**config.mk**
```make
export PLATFORM = sky130hd
export DESIGN_NAME = acc_mem_readout
export DESIGN_NICKNAME = d
export VERILOG_FILES = /design/src/rtl/acc_mem_readout.sv
export SDC_FILE = /design/constraint.sdc
export NUM_CORES = 1
export LEC_CHECK = 0
export BUFFER_PORTS_ARGS = -buffer_cell sky130_fd_sc_hd__buf_4
export CORE_MARGIN = 3
export CORE_UTILIZATION = 49
export CTS_CLUSTER_SIZE = 40
export DETAILED_ROUTE_END_ITERATION = 6
export PLACE_DENSITY_LB_ADDON = 0.1
export SETUP_SLACK_MARGIN = 0.02
export SYNTH_ARGS = -nofsm -noshare
export SYNTH_HDL_FRONTEND = slang
export SYNTH_SLANG_ARGS = --single-unit
```
**constraint.sdc**
```tcl
create_clock -name clk -period 2.7 [get_ports clk]
set_input_delay 0.27 -clock clk [delete_from_list [all_inputs] [get_ports clk]]
set_output_delay 0.27 -clock clk [all_outputs]
set_load 0.1 [all_outputs]
```
**src/rtl/acc_mem_readout.sv**
```systemverilog
// rtl/acc_mem_readout.sv - accumulator memory readout to a ready/valid stream, optional clear-after-read (ACC_READOUT_CLEAR_EN)
module acc_mem_readout #(
    parameter int WORD_WIDTH = 32,
    parameter int MEM_SIZE   = 553
) (
    input  logic                  clk,
    input  logic                  rst,
    input  logic                  start_readout,
    input  logic                  abort,
    input  logic [9:0]            rd_base_i,
    input  logic [9:0]            rd_len_i,
    output logic [9:0]            acc_mem_addr_o,
    input  logic [WORD_WIDTH-1:0] acc_mem_data_i,
    output logic                  acc_mem_write_en,
    output logic [WORD_WIDTH-1:0] acc_mem_write_data,
    output logic [WORD_WIDTH-1:0] m_data,
    output logic                  m_valid,
    input  logic                  m_ready,
    output logic                  m_last,
    output logic                  busy,
    output logic                  readout_done
);

    typedef enum logic [2:0] {
        IDLE,
        FETCH,
        SEND,
`ifdef ACC_READOUT_CLEAR_EN
        CLEAR,
`endif
        DONE
    } state_t;

    state_t                state_q, state_d;
    logic [9:0]            addr_q, addr_d;
    logic [9:0]            remaining_q, remaining_d;
    logic [WORD_WIDTH-1:0] m_data_q, m_data_d;
    logic                  m_valid_q, m_valid_d;
    logic                  m_last_q, m_last_d;
    logic                  busy_q, busy_d;
    logic                  done_q, done_d;
    logic                  we_q, we_d;
    logic [WORD_WIDTH-1:0] wdata_q, wdata_d;
    logic [9:0]            addr_inc;
    logic [9:0]            base_mod;

    // Next address wraps from MEM_SIZE-1 back to 0; out-of-range bases fold into the memory
    always_comb begin
        addr_inc = (32'(addr_q) + 32'd1 == MEM_SIZE) ? 10'd0 : addr_q + 10'd1;
        base_mod = 10'(32'(rd_base_i) % MEM_SIZE);
    end

    // Next-state and registered-output computation; abort overrides everything outside IDLE
    always_comb begin
        state_d     = state_q;
        addr_d      = addr_q;
        remaining_d = remaining_q;
        m_data_d    = m_data_q;
        m_valid_d   = m_valid_q;
        m_last_d    = m_last_q;
        busy_d      = busy_q;
        done_d      = 1'b0;
        we_d        = 1'b0;
        wdata_d     = '0;
        case (state_q)
            IDLE: begin
                if (start_readout) begin
                    busy_d = 1'b1;
                    if (rd_len_i != 10'd0) begin
                        addr_d      = base_mod;
                        remaining_d = rd_len_i;
                        state_d     = FETCH;
                    end else begin
                        state_d = DONE;
                    end
                end
            end
            FETCH: begin
                m_data_d  = acc_mem_data_i;
                m_valid_d = 1'b1;
                m_last_d  = (remaining_q == 10'd1);
                state_d   = SEND;
            end
            SEND: begin
                if (m_ready) begin
                    m_valid_d   = 1'b0;
                    m_last_d    = 1'b0;
                    remaining_d = remaining_q - 10'd1;
`ifdef ACC_READOUT_CLEAR_EN
                    we_d    = 1'b1;
                    state_d = CLEAR;
`else
                    addr_d  = addr_inc;
                    state_d = (remaining_q == 10'd1) ? DONE : FETCH;
`endif
                end
            end
`ifdef ACC_READOUT_CLEAR_EN
            CLEAR: begin
                addr_d  = addr_inc;
                state_d = (remaining_q == 10'd0) ? DONE : FETCH;
            end
`endif
            DONE: begin
                done_d  = 1'b1;
                busy_d  = 1'b0;
                state_d = IDLE;
            end
            default: state_d = IDLE;
        endcase
        if (abort && state_q != IDLE) begin
            state_d   = IDLE;
            m_valid_d = 1'b0;
            m_last_d  = 1'b0;
            we_d      = 1'b0;
            busy_d    = 1'b0;
            done_d    = 1'b0;
        end
    end

    // State and output registers with synchronous reset
    always_ff @(posedge clk) begin
        if (rst) begin
            state_q     <= IDLE;
            addr_q      <= '0;
            remaining_q <= '0;
            m_data_q    <= '0;
            m_valid_q   <= 1'b0;
            m_last_q    <= 1'b0;
            busy_q      <= 1'b0;
            done_q      <= 1'b0;
            we_q        <= 1'b0;
            wdata_q     <= '0;
        end else begin
            state_q     <= state_d;
            addr_q      <= addr_d;
            remaining_q <= remaining_d;
            m_data_q    <= m_data_d;
            m_valid_q   <= m_valid_d;
            m_last_q    <= m_last_d;
            busy_q      <= busy_d;
            done_q      <= done_d;
            we_q        <= we_d;
            wdata_q     <= wdata_d;
        end
    end

    assign acc_mem_addr_o     = addr_q;
    assign acc_mem_write_en   = we_q;
    assign acc_mem_write_data = wdata_q;
    assign m_data             = m_data_q;
    assign m_valid            = m_valid_q;
    assign m_last             = m_last_q;
    assign busy               = busy_q;
    assign readout_done       = done_q;

endmodule

```
# Word-level counts from Yosys, hierarchy flattened
# Index checks and enable logic that the tools add are counted.
# classes
addsub	3
n_div	1
n_eq_ne	8
n_mux	20
n_reduce_logical	12
# op_table
operator	count
$mux 10	7
$pmux 10 s2	2
$mod 10x10->32 const B	1
$add 10x1->11 const B	1
$eq 11x10->1 const B	1
$add 10x1->10 const B	1
$eq 10x1->1 const B	1
$reduce_bool 10->1	1
$sub 10x1->10 const B	1
$pmux 3 s3	1
$eq 3x2->1 const B	2
$mux 3	2
$ne 2x2->1 const B	3
$pmux 1 s2	3
$reduce_and 2->1	3
$reduce_bool 2->1	3
$mux 2	2
$reduce_and 4->1	1
$eq 3x1->1 const B	1
$logic_not 3->1	1
$mux 1	3
$reduce_bool 3->1	1
$reduce_or 2->1	1
$logic_and 1x1->1	1
# word_totals
regBits	59
inputBits	57
out_inout_bits	79
elab_cells	52

# Logic depth before layout (Yosys ltp)
# Gate-level depths: netlist of run 1.
# depth
depth_word	5
mapped_depth	9
depth_no_buf	8

# Worst setup path before layout of run 1
# No wires, ideal clock.
# synth_path
kind	reg2reg
start	reg addr_q[1], in the netlist acc_mem_addr_o[1]
end	reg addr_q[0], in the netlist acc_mem_addr_o[0]
setup_time_ns	0.135
arrival_time_ns	2.653
t_required_ns	2.565
setup_slack_ns	-0.088
path_stages_with_launch	8
path_buffers	0
synth_period_minus_slack_ns	2.788
path_cell_list	dfxtp_1 -> ha_1 -> nand3_2 -> o21a_1 -> nor3_1 -> a41oi_2 -> a221oi_2 -> a211oi_1
# synth_between
elab_chain_cells	5
# synth_rtl
item	line_no	text
start: declaration	35	logic [9:0] addr_q, addr_d;
start signal: assignment	136	addr_q <= addr_d;
$add 10x1->11	49	addr_inc = (32'(addr_q) + 32'd1 == MEM_SIZE) ? 10'd0 : addr_q + 10'd1;
$eq 11x10->1	49	
$mux 10	49	
$mux 10	85	if (m_ready) begin
$pmux 10 s2	65	case (state_q)
# Every way passes these cells. The select of a mux whose other input is x is not followed.
# A chain may end at the register's enable or synchronous reset.

# Worst setup path in the final report of run 1
# Ends and elaborated chain as after synthesis.

==> impl_metrics.env, run 1 <==
export IMPL_area_growth_pct=27.29
export IMPL_layoutNonFillerInstCount=613
export IMPL_powerDensity_mw_per_mm2=693.2
export IMPL_reg2reg_slack_ps=460
export IMPL_path_max_fanout=8
export IMPL_grt_max_degree=35
export IMPL_ff_latch_area_mm2=0.001164
export IMPL_path_class="reg2reg"
export IMPL_grtUsageMet2=0.3623
export IMPL_viasPerCell=5.471
export IMPL_syn_instance_count=440
export IMPL_met1_usage=0.2927
export IMPL_antenna_found_initial=0
export IMPL_gp_congestion=0.8472
export IMPL_p_leak_nw=1.783
export IMPL_post_route_util=0.6542
export IMPL_firstDrtPassIters=5
export IMPL_num_rows=29
export IMPL_fin_area_mm2=0.004202
export IMPL_dp_cells=597
export IMPL_startpoint="acc_mem_addr_o[1]$_SDFFE_PP0P_"
export IMPL_fmax_mhz=445.8
export IMPL_ys_types=54
export IMPL_rsz0062_at_grt="no"
export IMPL_slowest_stage="dfxtp_2"
export IMPL_fin_skew_ps=5.910
export IMPL_chipWidth_um=88.08
export IMPL_end_kind="register"
export IMPL_crit_required_ps=2900
export IMPL_overflow=0
export IMPL_place_area_mm2=0.003983
export IMPL_drive_gt1_frac=0.2575
export IMPL_ys_warn_count=0
export IMPL_die_area_mm2=0.007757
export IMPL_busiest_layer="met2"
export IMPL_fin_tns_setup_ps=0
export IMPL_wirelength_um=8816
export IMPL_ctsLongestPathBuffers=2
export IMPL_cp_arrival_ps=2440
export IMPL_avgSynthCellArea_um2=7.502
export IMPL_reg2regPathDepth=7
export IMPL_r2r_end="acc_mem_addr_o[0]$_SDFFE_PP0P_"
export IMPL_final_period_utilization=0.8309
export IMPL_grt_use_met3=0.06303
export IMPL_hold_violations=0
export IMPL_hold_path_class="in2reg"
export IMPL_period_needed_ps=2243
export IMPL_worst_pin_slew_ps=798.4
export IMPL_slowest_delay_ps=400
export IMPL_insertedDiodeCount=0
export IMPL_drcViolationCount=0
export IMPL_dr_first_iter_drc_count=203
export IMPL_critical_path_endpoint="acc_mem_addr_o[0]$_SDFFE_PP0P_"
export IMPL_cts_setup_buffers=0
export IMPL_status="complete, no violations"
export IMPL_ys_seq_area_frac=0.3518
export IMPL_relSlewSlack=0.4677
export IMPL_ys_async_sr_fraction=0
export IMPL_setup_viol=0
export IMPL_numClockSinks=58
export IMPL_htreeDepth=3
export IMPL_synth_ff_type="dfxtp_1"
export IMPL_vias=3354
export IMPL_cts_buffers=9
export IMPL_grt_pass1_wl_um=14120
export IMPL_drv_slew=0
export IMPL_cts_root_buf="clkbuf_8"
export IMPL_cts_resized=0
export IMPL_io_pins=136
export IMPL_clk_insertion_delay_late_ps=330
export IMPL_initial_utilization=0.5139
export IMPL_drt_antenna_violating_nets=0
export IMPL_ys_ff_latch=58
export IMPL_peakVddDrop_v=0.0003623
export IMPL_fin_nets=594
export IMPL_timing_rr_start="acc_mem_addr_o[1]$_SDFFE_PP0P_"
export IMPL_nFillCells=597
export IMPL_critPathLaunchType="register"
export IMPL_grt_usage=0.2274
export IMPL_grt_pass1_vias=3078
export IMPL_wl_per_cell_um=14.38
export IMPL_synth_edff_count=0
export IMPL_cts_hold_buffers=0
export IMPL_synth_area_mm2=0.003301
export IMPL_cts_tree="yes"
export IMPL_cap_violations=0
export IMPL_die_h_um=88.08
export IMPL_multi_input_area_mm2=0.001874
export IMPL_hpwl_um=6449
export IMPL_port_buffer_count=102
export IMPL_crit_chain="ha_1, nand3_2, o21a_1, nor3_1, a41oi_2, a221oi_2, a211oi_1"
export IMPL_cts_clk_slew_worst_paths_ps=70
export IMPL_core_area_mm2=0.006422
[cells in the mapped netlist (3+ instances only)]
master	number	share of area
o21ai_1	6	0.0091
buf_2	3	0.0045
nor4_1	8	0.015
nand2b_1	6	0.011
nand2_1	95	0.11
nor3_1	10	0.015
a21o_1	3	0.0068
dfxtp_1	58	0.35
clkbuf_1	24	0.027
nor2_1	30	0.034
inv_1	8	0.0091
a211oi_1	7	0.016
xnor2_1	10	0.027
o21ai_0	8	0.012
a21oi_1	54	0.082
o31ai_1	3	0.0068
a31oi_1	5	0.0095
buf_4	33	0.075
ha_1	6	0.023
nand3_1	15	0.023
a22oi_1	5	0.011
[routing by layer]
layer,up-vias,part of all wire
met5,-,0
met4,0,0.017
met3,15,0.080
met2,148,0.47
met1,1542,0.44
li1,1649,-
[cell usage in the layout, fill, tap and decap left out, types with 10 or more instances in the layout]
master	n
a21oi_1	54
nor3_1	10
dfxtp_1	56
nor2_1	30
nand2_1	95
conb_1	33
buf_4	109
nand3_1	15
clkbuf_8	10
xnor2_1	10
[worst min path at each step]
stage	slack (ps)	to	cells after the start	from
final	180	m_data[15]$_SDFFE_PP0P_	3	acc_mem_data_i[15]
after global routing	170	m_data[23]$_SDFFE_PP0P_	3	acc_mem_data_i[23]
after CTS	170	m_data[15]$_SDFFE_PP0P_	3	acc_mem_data_i[15]
after detailed placement	450	m_data[28]$_SDFFE_PP0P_	2	m_data[28]$_SDFFE_PP0P_
after global placement	440	m_data[16]$_SDFFE_PP0P_	2	m_data[16]$_SDFFE_PP0P_
after floorplan	410	m_data[0]$_SDFFE_PP0P_	2	acc_mem_data_i[0]
[worst max-delay path, delay by kind of cell, from the launching register on]
kind                     cells  cell delay, ps
AO/OA/AOI/OAI                4             840
AND/OR/NAND/NOR              2             570
flip-flops                   1             400
adder cells (fa/ha/maj)      1             320
[state kept, by name, summed over array words and instances (netlist names)]
signal / count
busy: 1
m_last: 1
acc_mem_addr_o: 10
readout_done: 1
m_valid: 1
state_q: 2
m_data: 32
remaining_q: 10
[report_power, final]
group / switching (mW) / leakage, nW / internal [mW]
clock network: 0.348 / 0.109 / 0.542
registers: 0.0755 / 0.475 / 0.921
logic: 0.790 / 1.20 / 0.237
[stage by stage]
stage	setup slack (ps)	power (mW)	hold slack, ps
3_3_place_gp	623.0	2.024	442.7
6_report	456.7	2.912	180.0
2_1_floorplan	62.15	1.847	406.0
5_1_grt	281.1	3.037	171.2
4_1_cts	494.5	2.924	167.3
3_5_place_dp	509.4	2.033	447.0
[cell families (layout without fill, tap and decap cells)]
logic type,Yosys count,after routing,synth area share
flip-flops,58,58,0.3518
adder cells (fa/ha/maj),6,6,0.02274
multiplexers,1,1,0.003411
AO/OA/AOI/OAI,112,112,0.2214
AND/OR/NAND/NOR,183,183,0.2555
other,1,33,0.001136
buffers and inverters,69,133,0.1175
XOR/XNOR,10,10,0.02653
[final cells by class]
cell class                 count  area share
multi-input combinational    345      0.4461
sequential                    58      0.2770
timing repair buffer         109      0.1948
clock buffer                  11     0.03365
tap                           77     0.02293
clock inverter                 5     0.01846
inverter                       8    0.007147
(Power assumes the default switching activity.)
==> run 2: changes to the inputs <==
clock period = 2.3 ns   (was 2.7 ns; I/O delays follow)
==> impl_metrics.env, run 2 (synthesis results as in run 1) <==
export IMPL_cap_violations=0
export IMPL_numClockSinks=58
export IMPL_fin_area_mm2=0.004250
export IMPL_io_pins=136
export IMPL_fin_skew_ps=8.156
export IMPL_grt_pass1_vias=2894
export IMPL_die_h_um=88.08
export IMPL_pwr_share_seq=0.337
export IMPL_slowest_stage="dfxtp_4"
export IMPL_hold_violations=0
export IMPL_layoutNonFillerInstCount=616
export IMPL_hpwl_um=6487
export IMPL_clk_insertion_delay_late_ps=330
export IMPL_cts_resized=0
export IMPL_port_buffer_count=102
export IMPL_grt_max_degree=34
export IMPL_fin_tns_setup_ps=0
export IMPL_p_total_mw=3.461
export IMPL_cts_setup_buffers=0
export IMPL_area_growth_pct=28.77
export IMPL_relSlewSlack=0.4206
export IMPL_cts_tree="yes"
export IMPL_cp_arrival_ps=2310
export IMPL_drive_gt1_frac=0.2764
export IMPL_multi_input_area_mm2=0.001879
export IMPL_wirelength_um=8824
export IMPL_firstDrtPassIters=5
export IMPL_viasPerCell=5.396
export IMPL_intPower_mw=2.009
export IMPL_antenna_found_initial=0
export IMPL_slowest_delay_ps=370
export IMPL_final_common_cell="buf_4"
export IMPL_cts_buffers=9
export IMPL_fmax_mhz=473.1
export IMPL_hold_depth=3
export IMPL_worst_pin_slew_ps=869.1
export IMPL_overflow=0
export IMPL_setup_viol=0
export IMPL_die_area_mm2=0.007757
export IMPL_swShare=0.4194
export IMPL_powerDensity_mw_per_mm2=814.3
export IMPL_dp_cells=600
export IMPL_grt_pass1_wl_um=13560
export IMPL_wl_per_cell_um=14.32
export IMPL_hold_path_class="in2reg"
export IMPL_critical_path_buf_inv_count=0
export IMPL_p_leak_nw=1.804
export IMPL_nFillCells=582
export IMPL_mostFrequentLayoutCells="buf_4, nand2_1, a21oi_1"
export IMPL_grt_usage=0.2186
export IMPL_path_max_fanout=8
export IMPL_power_frac_comb=0.351
export IMPL_peakVddDrop_v=0.0004406
export IMPL_crit_required_ps=2500
export IMPL_place_area_mm2=0.004018
export IMPL_htreeDepth=3
export IMPL_ff_latch_area_mm2=0.001176
export IMPL_num_rows=29
export IMPL_r2r_end="acc_mem_addr_o[0]$_SDFFE_PP0P_"
export IMPL_vias=3324
export IMPL_drcViolationCount=0
export IMPL_insertedDiodeCount=0
export IMPL_timing_rr_start="acc_mem_addr_o[0]$_SDFFE_PP0P_"
export IMPL_period_needed_ps=2114
export IMPL_cts_hold_buffers=0
export IMPL_reg2reg_slack_ps=190
export IMPL_p_clk_frac=0.312
export IMPL_end_kind="register"
export IMPL_core_area_mm2=0.006422
export IMPL_dr_first_iter_drc_count=226
export IMPL_hold_path_endpoint="m_data[20]$_SDFFE_PP0P_"
export IMPL_path_class="reg2reg"
export IMPL_drt_antenna_violating_nets=0
export IMPL_pre_cts_slack_ps=126.5
export IMPL_fin_nets=597
export IMPL_reg2regPathDepth=7
export IMPL_power_switching_mw=1.452
export IMPL_hold_start="acc_mem_data_i[20]"
export IMPL_chipWidth_um=88.08
export IMPL_critPathLaunchType="register"
export IMPL_crit_chain="ha_1, nand3_2, o2111ai_1, a221oi_4, a41oi_2, a221oi_2, a211oi_1"
export IMPL_finalWorstSetupSlack_ps=186.5
export IMPL_largest_reg_flops=32
export IMPL_cpLargestDelayFamily="compound AO/OA/AOI/OAI gates"
export IMPL_rsz0062_at_grt="no"
export IMPL_cts_root_buf="clkbuf_8"
export IMPL_gp_congestion=0.9115
export IMPL_ctsLongestPathBuffers=2
export IMPL_cts_clk_slew_worst_paths_ps=70
export IMPL_status="complete, no violations"
export IMPL_final_period_utilization=0.9189
export IMPL_initial_utilization=0.5139
export IMPL_drv_slew=0
## run 2: worst max path at each step
stage | cells past startpoint | to | startpoint | slack [ps]
final | 7 | acc_mem_addr_o[0]$_SDFFE_PP0P_ | acc_mem_addr_o[0]$_SDFFE_PP0P_ | 190
after global routing | 7 | acc_mem_addr_o[0]$_SDFFE_PP0P_ | acc_mem_addr_o[1]$_SDFFE_PP0P_ | 80
after CTS | 7 | acc_mem_addr_o[0]$_SDFFE_PP0P_ | acc_mem_addr_o[1]$_SDFFE_PP0P_ | 110
after detailed placement | 7 | acc_mem_addr_o[0]$_SDFFE_PP0P_ | acc_mem_addr_o[0]$_SDFFE_PP0P_ | 130
after global placement | 7 | acc_mem_addr_o[0]$_SDFFE_PP0P_ | acc_mem_addr_o[0]$_SDFFE_PP0P_ | 220
after floorplan | 5 | acc_mem_addr_o[0]$_SDFFE_PP0P_ | acc_mem_addr_o[7]$_SDFFE_PP0P_ | -40
## run 2: final cells by class
class                      instances  area share
sequential                        58      0.2767
clock inverter                     6     0.02120
timing repair buffer             112      0.1978
tap                               77     0.02267
multi-input combinational        345      0.4422
clock buffer                      10     0.03238
inverter                           8    0.007065
## run 2: worst min-delay path, delay by kind of cell
kind            cells  cell delay, ps
simple gates        1              40
buf+inv             1             110
compound gates      1              50
## run 2: metrics by stage
stage	hold slack (ps)	util
finish	135.4	0.6618
floorplan	366.0	-
global placement	442.8	0.6256
CTS	125.9	0.6610
detailed placement	447.0	0.6256
global route	129.5	0.6618
## run 2: power by group through the flow
stage	logic, mW	registers [mW]	clock network (mW)
4_1_cts	1.21	1.17	1.10
6_report	1.21	1.17	1.08
3_3_place_gp	1.20	1.18	0
3_5_place_dp	1.21	1.19	0
2_1_floorplan	0.624	1.55	0
5_1_grt	1.28	1.18	1.13
## run 2: layer usage
layer / track usage / up-vias / wire length, µm
li1: - / 1644 / -
met1: 0.2878 / 1535 / 3862
met2: 0.3514 / 133 / 4179
met3: 0.04139 / 12 / 640
met4: 0.09203 / 0 / 141
met5: 0 / - / 0
